--- src/rtl/bitpack_pkg.sv ---
// ============================================================================
// Module      : bitpack_pkg
// Description : Shared sizing constants and state encoding for bitpack_stream.
// Revision    : 1.0 - initial release
// ============================================================================
`default_nettype none

package bitpack_pkg;

    localparam int LANES_DEF = 2;
    localparam int CW_DEF    = 63;
    localparam int BCW_DEF   = 6;
    localparam int OW_DEF    = 64;

    localparam int MW   = LANES_DEF * CW_DEF;
    localparam int BUFW = OW_DEF + MW;
    localparam int MCW  = $clog2(MW + 1);

    typedef enum logic [0:0] {
        S_RUN   = 1'b0,
        S_FLUSH = 1'b1
    } state_t;

endpackage

`default_nettype wire

--- src/rtl/bitpack_merge.sv ---
// ============================================================================
// Module      : bitpack_merge
// Description : Registered LANES-way merge of MSB-aligned codes into one run.
// Revision    : 1.0 - initial release
// ============================================================================
`default_nettype none

module bitpack_merge
    import bitpack_pkg::*;
#(
    parameter int LANES = LANES_DEF,
    parameter int CW    = CW_DEF,
    parameter int BCW   = BCW_DEF,
    parameter int MRG_W = LANES * CW,
    parameter int MCN_W = $clog2(MRG_W + 1)
) (
    input  logic                   clk,
    input  logic                   rstn,
    input  logic                   i_en,
    input  logic                   i_flush,
    input  logic                   i_hold,
    input  logic [LANES*CW-1:0]    i_bv,
    input  logic [LANES*BCW-1:0]   i_bc,
    output logic                   o_valid,
    output logic                   o_flush,
    output logic [MRG_W-1:0]       o_bv,
    output logic [MCN_W-1:0]       o_bc
);

    logic [CW-1:0]    w_field;
    logic [BCW-1:0]   w_cnt;
    logic [MRG_W-1:0] w_ext;
    logic [MRG_W-1:0] w_bv;
    logic [MCN_W-1:0] w_bc;

    logic             r_valid;
    logic             r_flush;
    logic [MRG_W-1:0] r_bv;
    logic [MCN_W-1:0] r_bc;

    // Each lane is masked to its declared length so stray low bits never leak.
    always_comb begin
        w_field = '0;
        w_cnt   = '0;
        w_ext   = '0;
        w_bv    = '0;
        w_bc    = '0;
        for (int k = 0; k < LANES; k++) begin
            w_field = i_bv[(LANES-k)*CW-1 -: CW];
            w_cnt   = i_bc[(LANES-k)*BCW-1 -: BCW];
            w_field = w_field & ~({CW{1'b1}} >> w_cnt);
            w_ext   = '0;
            w_ext[MRG_W-1 -: CW] = w_field;
            w_bv    = w_bv | (w_ext >> w_bc);
            w_bc    = w_bc + MCN_W'(w_cnt);
        end
    end

    always_ff @(posedge clk) begin
        if (!rstn) begin
            r_valid <= 1'b0;
            r_flush <= 1'b0;
            r_bv    <= '0;
            r_bc    <= '0;
        end else if (!i_hold) begin
            r_valid <= i_en;
            r_flush <= i_en && i_flush;
            if (i_en) begin
                r_bv <= w_bv;
                r_bc <= w_bc;
            end
        end
    end

    assign o_valid = r_valid;
    assign o_flush = r_flush;
    assign o_bv    = r_bv;
    assign o_bc    = r_bc;

endmodule

`default_nettype wire

--- src/rtl/bitpack_stream.sv ---
// ============================================================================
// Module      : bitpack_stream
// Description : Packs merged lane codes into OW-bit words with flush/last tag.
// Revision    : 1.0 - initial release
// ============================================================================
`default_nettype none

module bitpack_stream
    import bitpack_pkg::*;
#(
    parameter int LANES = LANES_DEF,
    parameter int CW    = CW_DEF,
    parameter int BCW   = BCW_DEF,
    parameter int OW    = OW_DEF
) (
    input  logic                 clk,
    input  logic                 rstn,
    input  logic                 i_en,
    output logic                 i_ready,
    input  logic [LANES*CW-1:0]  i_bv,
    input  logic [LANES*BCW-1:0] i_bc,
    input  logic                 i_flush,
    output logic                 o_en,
    input  logic                 o_ready,
    output logic [OW-1:0]        o_data,
    output logic                 o_last
);

    localparam int MRG_W = LANES * CW;
    localparam int MCN_W = $clog2(MRG_W + 1);
    localparam int BUF_W = OW + MRG_W;
    localparam int CNT_W = $clog2(BUF_W + 1);
    localparam logic [CNT_W-1:0] C_OW_CNT = CNT_W'(OW);

    logic             w_m_valid;
    logic             w_m_flush;
    logic [MRG_W-1:0] w_m_bv;
    logic [MCN_W-1:0] w_m_bc;

    state_t           r_state;
    state_t           w_state_nxt;
    logic [BUF_W-1:0] r_buf;
    logic [CNT_W-1:0] r_cnt;
    logic             r_oen;
    logic [OW-1:0]    r_odata;
    logic             r_olast;

    logic             w_slot;
    logic             w_absorb;
    logic             w_emit;
    logic             w_emit_last;

    bitpack_merge #(
        .LANES (LANES),
        .CW    (CW),
        .BCW   (BCW),
        .MRG_W (MRG_W),
        .MCN_W (MCN_W)
    ) u_merge (
        .clk     (clk),
        .rstn    (rstn),
        .i_en    (i_en && i_ready),
        .i_flush (i_flush),
        .i_hold  (w_m_valid && !w_absorb),
        .i_bv    (i_bv),
        .i_bc    (i_bc),
        .o_valid (w_m_valid),
        .o_flush (w_m_flush),
        .o_bv    (w_m_bv),
        .o_bc    (w_m_bc)
    );

    always_ff @(posedge clk) begin
        if (!rstn) r_state <= S_RUN;
        else       r_state <= w_state_nxt;
    end

    always_comb begin
        w_state_nxt = r_state;
        case (r_state)
            S_RUN:   if (w_absorb && w_m_flush)    w_state_nxt = S_FLUSH;
            S_FLUSH: if (w_slot && r_cnt <= C_OW_CNT) w_state_nxt = S_RUN;
            default: w_state_nxt = S_RUN;
        endcase
    end

    // Absorb needs cnt<OW and a normal emit needs cnt>=OW, so they never coincide.
    always_comb begin
        w_slot      = !r_oen || o_ready;
        w_absorb    = 1'b0;
        w_emit      = 1'b0;
        w_emit_last = 1'b0;
        case (r_state)
            S_RUN: begin
                w_absorb = w_m_valid && (r_cnt < C_OW_CNT);
                w_emit   = (r_cnt >= C_OW_CNT) && w_slot;
            end
            S_FLUSH: begin
                w_emit      = w_slot;
                w_emit_last = w_slot && (r_cnt <= C_OW_CNT);
            end
            default: ;
        endcase
        i_ready = (r_state == S_RUN) && !(w_m_valid && w_m_flush)
                  && (!w_m_valid || (r_cnt < C_OW_CNT));
    end

    always_ff @(posedge clk) begin
        if (!rstn) begin
            r_buf   <= '0;
            r_cnt   <= '0;
            r_oen   <= 1'b0;
            r_odata <= '0;
            r_olast <= 1'b0;
        end else if (w_emit) begin
            r_odata <= r_buf[BUF_W-1 -: OW];
            r_buf   <= r_buf << OW;
            r_cnt   <= w_emit_last ? '0 : (r_cnt - C_OW_CNT);
            r_oen   <= 1'b1;
            r_olast <= w_emit_last;
        end else begin
            if (o_ready) begin
                r_oen   <= 1'b0;
                r_olast <= 1'b0;
            end
            if (w_absorb) begin
                r_buf <= r_buf | ({w_m_bv, {OW{1'b0}}} >> r_cnt);
                r_cnt <= r_cnt + CNT_W'(w_m_bc);
            end
        end
    end

    assign o_en   = r_oen;
    assign o_data = r_odata;
    assign o_last = r_olast;

endmodule

`default_nettype wire

--- config.mk ---
export PLATFORM = sky130hd
export DESIGN_NAME = bitpack_stream
export DESIGN_NICKNAME = d
export VERILOG_FILES = /design/src/rtl/bitpack_pkg.sv /design/src/rtl/bitpack_merge.sv /design/src/rtl/bitpack_stream.sv
export SDC_FILE = /design/constraint.sdc
export NUM_CORES = 2
export LEC_CHECK = 0
export CAP_MARGIN = 20
export CORE_MARGIN = 2
export CORE_UTILIZATION = 25
export CTS_BUF_LIST = sky130_fd_sc_hd__clkbuf_8
export DETAILED_ROUTE_END_ITERATION = 8
export PLACE_DENSITY = 0.36
export SYNTH_ARGS = -nofsm -noshare
export SYNTH_HDL_FRONTEND = slang
export SYNTH_SLANG_ARGS = --single-unit
--- constraint.sdc ---
create_clock -name clk -period 3.9 [get_ports clk]
set_input_delay 0.39 -clock clk [delete_from_list [all_inputs] [get_ports clk]]
set_output_delay 0.39 -clock clk [all_outputs]
set_load 0.01 [all_outputs]
# Word level (Yosys, flattened, before mapping)
# Cells that the tools add are included.
[word_totals]
out_inout_bits = 67
reg_bits = 400
elab_cells = 64
[classes]
addsub = 3
shift = 4
bitwise = 9
reduce_logical = 20
muxes = 14
order_cmp = 3
[ops]
columns = ["op", "count"]
rows = [
  ["two-way mux 190 bit", 2],
  ["OR 190 bit", 1],
  [">> shifter 190 x 8 -> 190 bit", 1],
  ["AND 63 bit", 2],
  ["inverter 63 bit", 2],
  ["OR 126 bit", 1],
  [">> shifter 126 x 6 -> 126 bit", 1],
  [">> shifter 63 x 6 -> 63 bit (first input constant)", 2],
  ["two-way mux 8 bit", 3],
  ["logical AND 1 bit", 10],
  ["adder 8 x 7 -> 8 bit", 1],
  ["greater-or-equal comparator 8 x 7 -> 1 bit (second input constant)", 1],
  ["<= comparator 8 x 7 -> 1 bit (second input constant)", 1],
  ["less-than comparator 8 x 7 -> 1 bit (second input constant)", 1],
  ["subtractor 8 x 7 -> 8 bit (second input constant)", 1],
  ["adder 6 x 6 -> 7 bit", 1],
  ["two-way mux 1 bit", 7],
  ["zero test 1 bit", 4],
  ["one-hot mux 1 bit (2 select lines)", 2],
  ["nonzero test 2 bit", 2],
  ["inverter 1 bit", 3],
  ["logical OR 1 bit", 2],
  ["AND reduction 2 bit", 1],
  ["OR reduction 2 bit", 1],
]

# Longest topological paths before layout
[depth]
ltp_word = 7
mapped_depth = 13
mapped_depth_nobuf = 9

# Modules after synthesis
# Synthesis repeated with hierarchy kept, for this count alone.
[hier_totals]
cells_unflattened = 4655
hier_area_um2 = 36889.1
[by_module_without_submodules]
columns = ["mod", "cells_each", "area_per_inst_um2", "n_inst"]
rows = [
  ["bitpack_stream", 2900, 23985.5, 1],
  ["bitpack_merge", 1755, 12903.6, 1],
]

# Least setup slack after synthesis
# Ideal clock, no wire load.
[synth_path]
kind = "reg-to-reg"
startpoint = "register r_cnt[6]"
endpoint = "register u_merge.r_bv[102], in the netlist u_merge.o_bv[102]"
t_required_ns = 3.754
period_less_slack_ns = 3.047
t_arrival_ns = 2.901
path_stages_with_launch = 11
setup_time_ns = 0.146
slack_ns = 0.853
path_buffers = 5
path_cell_list = "dfxtp_1 > inv_1 > buf_1 > clkbuf_1 > ha_1 > nand2b_1 > a211oi_1 > clkbuf_1 > clkbuf_1 > buf_1 > a41oi_1"
[synth_via]
elab_chain_len = 7
word_cells_on_any_way = 10
[synth_rtl]
columns = ["element", "line_no", "text"]
rows = [
  ["start, declared", "bitpack_stream.sv:43", "logic [CNT_W-1:0] r_cnt;"],
  ["start signal, assigned", "bitpack_stream.sv:118", "r_cnt <= w_emit_last ? '0 : (r_cnt - C_OW_CNT);"],
  ["start signal, assigned", "bitpack_stream.sv:128", "r_cnt <= r_cnt + CNT_W'(w_m_bc);"],
  ["less-than comparator 8 x 7 -> 1 bit *", "bitpack_stream.sv:95, bitpack_stream.sv:105", ""],
  ["logical AND 1 bit", "bitpack_stream.sv:95", "w_absorb = w_m_valid && (r_cnt < C_OW_CNT);"],
  ["two-way mux 1 bit", "bitpack_stream.sv:93", "case (r_state)"],
  ["zero test 1 bit", "bitpack_stream.sv:64", ".i_hold (w_m_valid && !w_absorb),"],
  ["logical AND 1 bit", "bitpack_stream.sv:64", ""],
  ["inverter 1 bit (no line)", "-", ""],
  ["AND reduction 2 bit (no line) *", "-", ""],
  ["end signal, assigned", "bitpack_merge.sv:69", "r_bv <= w_bv;"],
  ["end, declared", "bitpack_merge.sv:38", "logic [MRG_W-1:0] r_bv;"],
]
# Mark *: on every way between the ends. The rest lies on a longest branch, timed or not.
# A chain may end at the register's enable or synchronous reset.

# Worst setup path in the final report
[layout_path]
startpoint = "register r_cnt[0]"
endpoint = "register r_buf[52]"
[layout_via]
elab_chain_len = 4
word_cells_on_any_way = 9
[layout_rtl]
columns = ["element", "line_no", "text"]
rows = [
  ["greater-or-equal comparator 8 x 7 -> 1 bit", "bitpack_stream.sv:96", "w_emit = (r_cnt >= C_OW_CNT) && w_slot;"],
  ["logical AND 1 bit", "bitpack_stream.sv:96", ""],
  ["one-hot mux 1 bit (2 select lines)", "bitpack_stream.sv:93", ""],
  ["OR reduction 2 bit (no line)", "-", ""],
  ["end signal, assigned", "bitpack_stream.sv:117", "r_buf <= r_buf << OW;"],
  ["end signal, assigned", "bitpack_stream.sv:127", "r_buf <= r_buf | ({w_m_bv, {OW{1'b0}}} >> r_cnt);"],
  ["end, declared", "bitpack_stream.sv:42", "logic [BUF_W-1:0] r_buf;"],
]
# Several ways; a longest one is shown, not always the timed one.

==> flow_metrics.py <==
metrics = {
    "critical_path": {
        "worstSetupEndpointType": "register",
        "cp-start-kind": "register",
        "required_ps": 4550,
        "r2r.worst_path.cells": 8,
        "critical_path_class": "register to register",
        "path_max_fanout": 19,
        "cp.arrival_ps": 4220,
    },
    "placed_design": {
        "hpwl_um": 180000,
        "place.gp.congestion": 1.04,
        "place_ws_ps": -165,
        "port_buffers": 209,
    },
    "layout": {
        "drive_gt1_share_pct": 20.6,
        "syn_to_final_growth_pct": 23.4,
        "fillerInstances": 14564,
        "fin_util_pct": 31.1,
        "fin_nets": 4730,
        "multi_input_area_um2": 24400,
        "seqCellArea_um2": 8020,
    },
    "pwr": {
        "pwr-share-seq_pct": 24.6,
        "clkPwrFrac_pct": 23.1,
        "power.leakage_nw": 15.6,
        "share_comb_of_total_power_pct": 52.3,
        "peakVddDrop_mv": 0.437,
        "power.density_nw_per_um2": 498,
        "switchingPower_mw": 10.2,
        "total_power_mw": 21.0,
        "internal-power_mw": 10.9,
        "sw_frac_of_total_pct": 48.3,
    },
    "die": {
        "die_h_um": 374,
        "core_um2": 136000,
        "initial_core_util_pct": 25.2,
        "die-area_um2": 140000,
        "io_pins": 210,
        "die-width_um": 374,
        "fp-row-count": 135,
    },
    "routing": {
        "via_count": 39854,
        "dr.first_iter.drc_count": 5936,
        "ant_nets": 0,
        "via_per_inst": 6.21,
        "drt-total-wl_um": 229000,
        "drc": 0,
        "drtPass1Iterations": 6,
        "drt-wirelength-per-cell_um": 35.7,
    },
    "clock_network": {
        "clk_latency_ps": 800,
        "cts_tree": "yes",
        "hold_buffers": 0,
        "clock_sinks": 400,
        "cts_buffers": 83,
        "postCtsSetupRepairBufs": 0,
        "ctsLongestPathBuffers": 3,
        "path_clk_slew_ps": 70,
        "cts_root_buf": "clkbuf_8",
        "cts_resized": 0,
        "htreeDepth": 3,
    },
    "synthesis": {
        "synthMuxAreaShare_pct": 22.3,
        "seq_area_frac_synth_pct": 23.4,
        "synthArstFlopShare_pct": 0,
        "synth-compound-area-share_pct": 31.4,
        "avgSynthCellArea_um2": 8.01,
        "synth_xor_area_share_pct": 0.231,
        "synthCells": 4267,
        "synthAdderAreaFrac_pct": 0.666,
        "synth_simple_gate_area_share_pct": 16.5,
        "synth_warnings": 0,
        "synth_area_leaders": "dfxtp_1 23%, mux4_2 11%, nand2_1 6.4%",
        "synth_top_area_share_pct": 23.4,
        "synth_nets": 4427,
        "synth_seq_cells": 400,
        "synth_edf_count": 0,
        "synth_cell_type_count": 90,
        "netlist_area_um2": 34200,
        "synth_top_family_by_area": "compound AO/OA/AOI/OAI gates",
        "yosys.area.top_type": "dfxtp_1",
        "ys.flop_type": "dfxtp_1",
        "synthTopCellsByCount": "584 x nand2_1, 402 x nor2_1, 400 x dfxtp_1",
        "synth_most_common_cell": "nand2_1",
    },
    "sta": {
        "finalSetupViolCount": 0,
        "clock.fmax_ghz": 0.281,
        "setup_ws_ps": 337,
        "hold_viol": 0,
        "hold_slack_ps": 113,
        "slew_violations": 0,
        "min_period_over_period_pct": 91.4,
        "final.setup_skew_ps": 56.9,
        "min_period_ps": 3560,
        "rsz0062_at_grt": "no",
        "maxSlewHeadroom_pct": 17.3,
        "tightest_slew_ps": 1210,
    },
    "hold_path": {
        "hp-class": "input pin to register",
        "holdPathStages": 2,
    },
    "global_routing": {
        "grt_pass1_wl_um": 315000,
        "grt_max_degree": 99,
        "antenna_found_initial": 18,
        "grt_pass1_vias": 36863,
        "grt-ovfl-total": 0,
        "grt_util_all_layers_pct": 31.5,
    },
    "flow_run": {
        "maxCapViolations": 0,
    },
    "status": {
        "outcome": "finished clean",
    },
}
[cells by family after synthesis]
kind of cell / Yosys count
buffers and inverters: 450
adders and majority gates: 17
xor gates and xnor gates: 9
and+or+nand+nor: 1315
AOI/OAI and AO/OA: 1565
DFF: 400
muxes: 511
[through the flow]
| stage | area, µm² | TNS, ps | std cells |
|---|---|---|---|
| 5_1_grt | 42200 | 0 | 6412 |
| 6_report | 42200 | 0 | 6420 |
| 3_3_place_gp | 40400 | -223 | 6265 |
| 3_5_place_dp | 40400 | -165 | 6266 |
| 4_1_cts | 42200 | 0 | 6409 |
| 2_1_floorplan | 34200 | 0 | 4267 |
[final cells by class]
type / instances / share of cell area [%]
flip-flops and latches: 400 / 19.0
diodes: 11 / 0.0652
inverters: 34 / 0.326
clock buffers: 106 / 3.46
clock inverters: 37 / 0.649
well taps: 1781 / 5.28
multi-input cells: 3417 / 57.8
repair buffers: 634 / 13.4
[final timing paths]
path	from	end	slack (ps)
max	r_cnt[0]	r_buf[52]	340
min	rstn	r_buf[96]	110
max reg2reg	r_cnt[0]	r_buf[52]	340
min reg2reg	o_data[21]	o_data[21]	450
[power by group through the flow]
stage | sequential [mW] | combinational [mW] | clock [mW]
final | 5.17 | 11.0 | 4.85
after global routing | 5.22 | 11.4 | 5.14
after CTS | 5.15 | 10.7 | 4.99
after detailed placement | 5.24 | 10.6 | 0
after global placement | 5.23 | 10.7 | 0
after floorplan | 4.96 | 5.69 | 0
[layout by cell type (no fill, tap or decap), types with 18 or more instances in the layout]
master           synthesis  routed
nand2_1                584     579
nor2_1                 402     395
buf_4                   16     394
dfxtp_1                400     393
a21oi_1                325     325
o21ai_0                248     246
clkdlybuf4s50_1          0     197
mux2i_1                181     181
mux4_2                 168     168
mux2_2                 149     149
o22ai_1                141     141
clkbuf_8                 0     106
a211oi_1                97      95
a31oi_1                 86      85
nor3_1                  82      82
o211ai_1                72      72
a221oi_1                63      63
nand3_1                 58      58
a22oi_1                 49      49
inv_1                   27      46
o22a_1                  45      45
o221ai_1                41      41
a211o_1                 40      40
buf_12                   0      35
o21a_1                  31      31
a21o_1                  30      30
a22o_1                  29      29
o31ai_1                 28      28
a2111oi_0               28      28
and2_1                  27      26
and3_1                  25      25
or3_1                   24      24
nand2b_1                22      22
or2_2                   20      20
a2bb2oi_1               19      19
a221o_1                 18      18
[metal layers]
| layer | vias to the layer above | share of wire, % | global-route usage [%] |
|---|---|---|---|
| met4 | 8 | 4.2 | 11.4 |
| met2 | 2321 | 41 | 45.1 |
| met1 | 20031 | 46 | 46.4 |
| met5 | - | 0.021 | 0 |
| met3 | 361 | 8.7 | 6.02 |
| li1 | 17133 | - | - |
[critical path, cell delays in order (launching register included)]
cell	delay [ps]
dfxtp_2	710
buf_12	230
mux4_1	540
and2_1	290
mux2i_1	190
o21ai_0	210
o211ai_1	660
o21ai_0	250
o311a_1	330
[state kept, by name (all words and copies together), names as in the netlist]
| name | count |
|---|---|
| o_last | 1 |
| r_state | 1 |
| r_buf | 190 |
| r_cnt | 8 |
| o_data | 64 |
| o_en | 1 |
| u_merge.o_bc | 7 |
| u_merge.o_valid | 1 |
| u_merge.o_flush | 1 |
| u_merge.o_bv | 126 |
(Power assumes the default switching activity.)
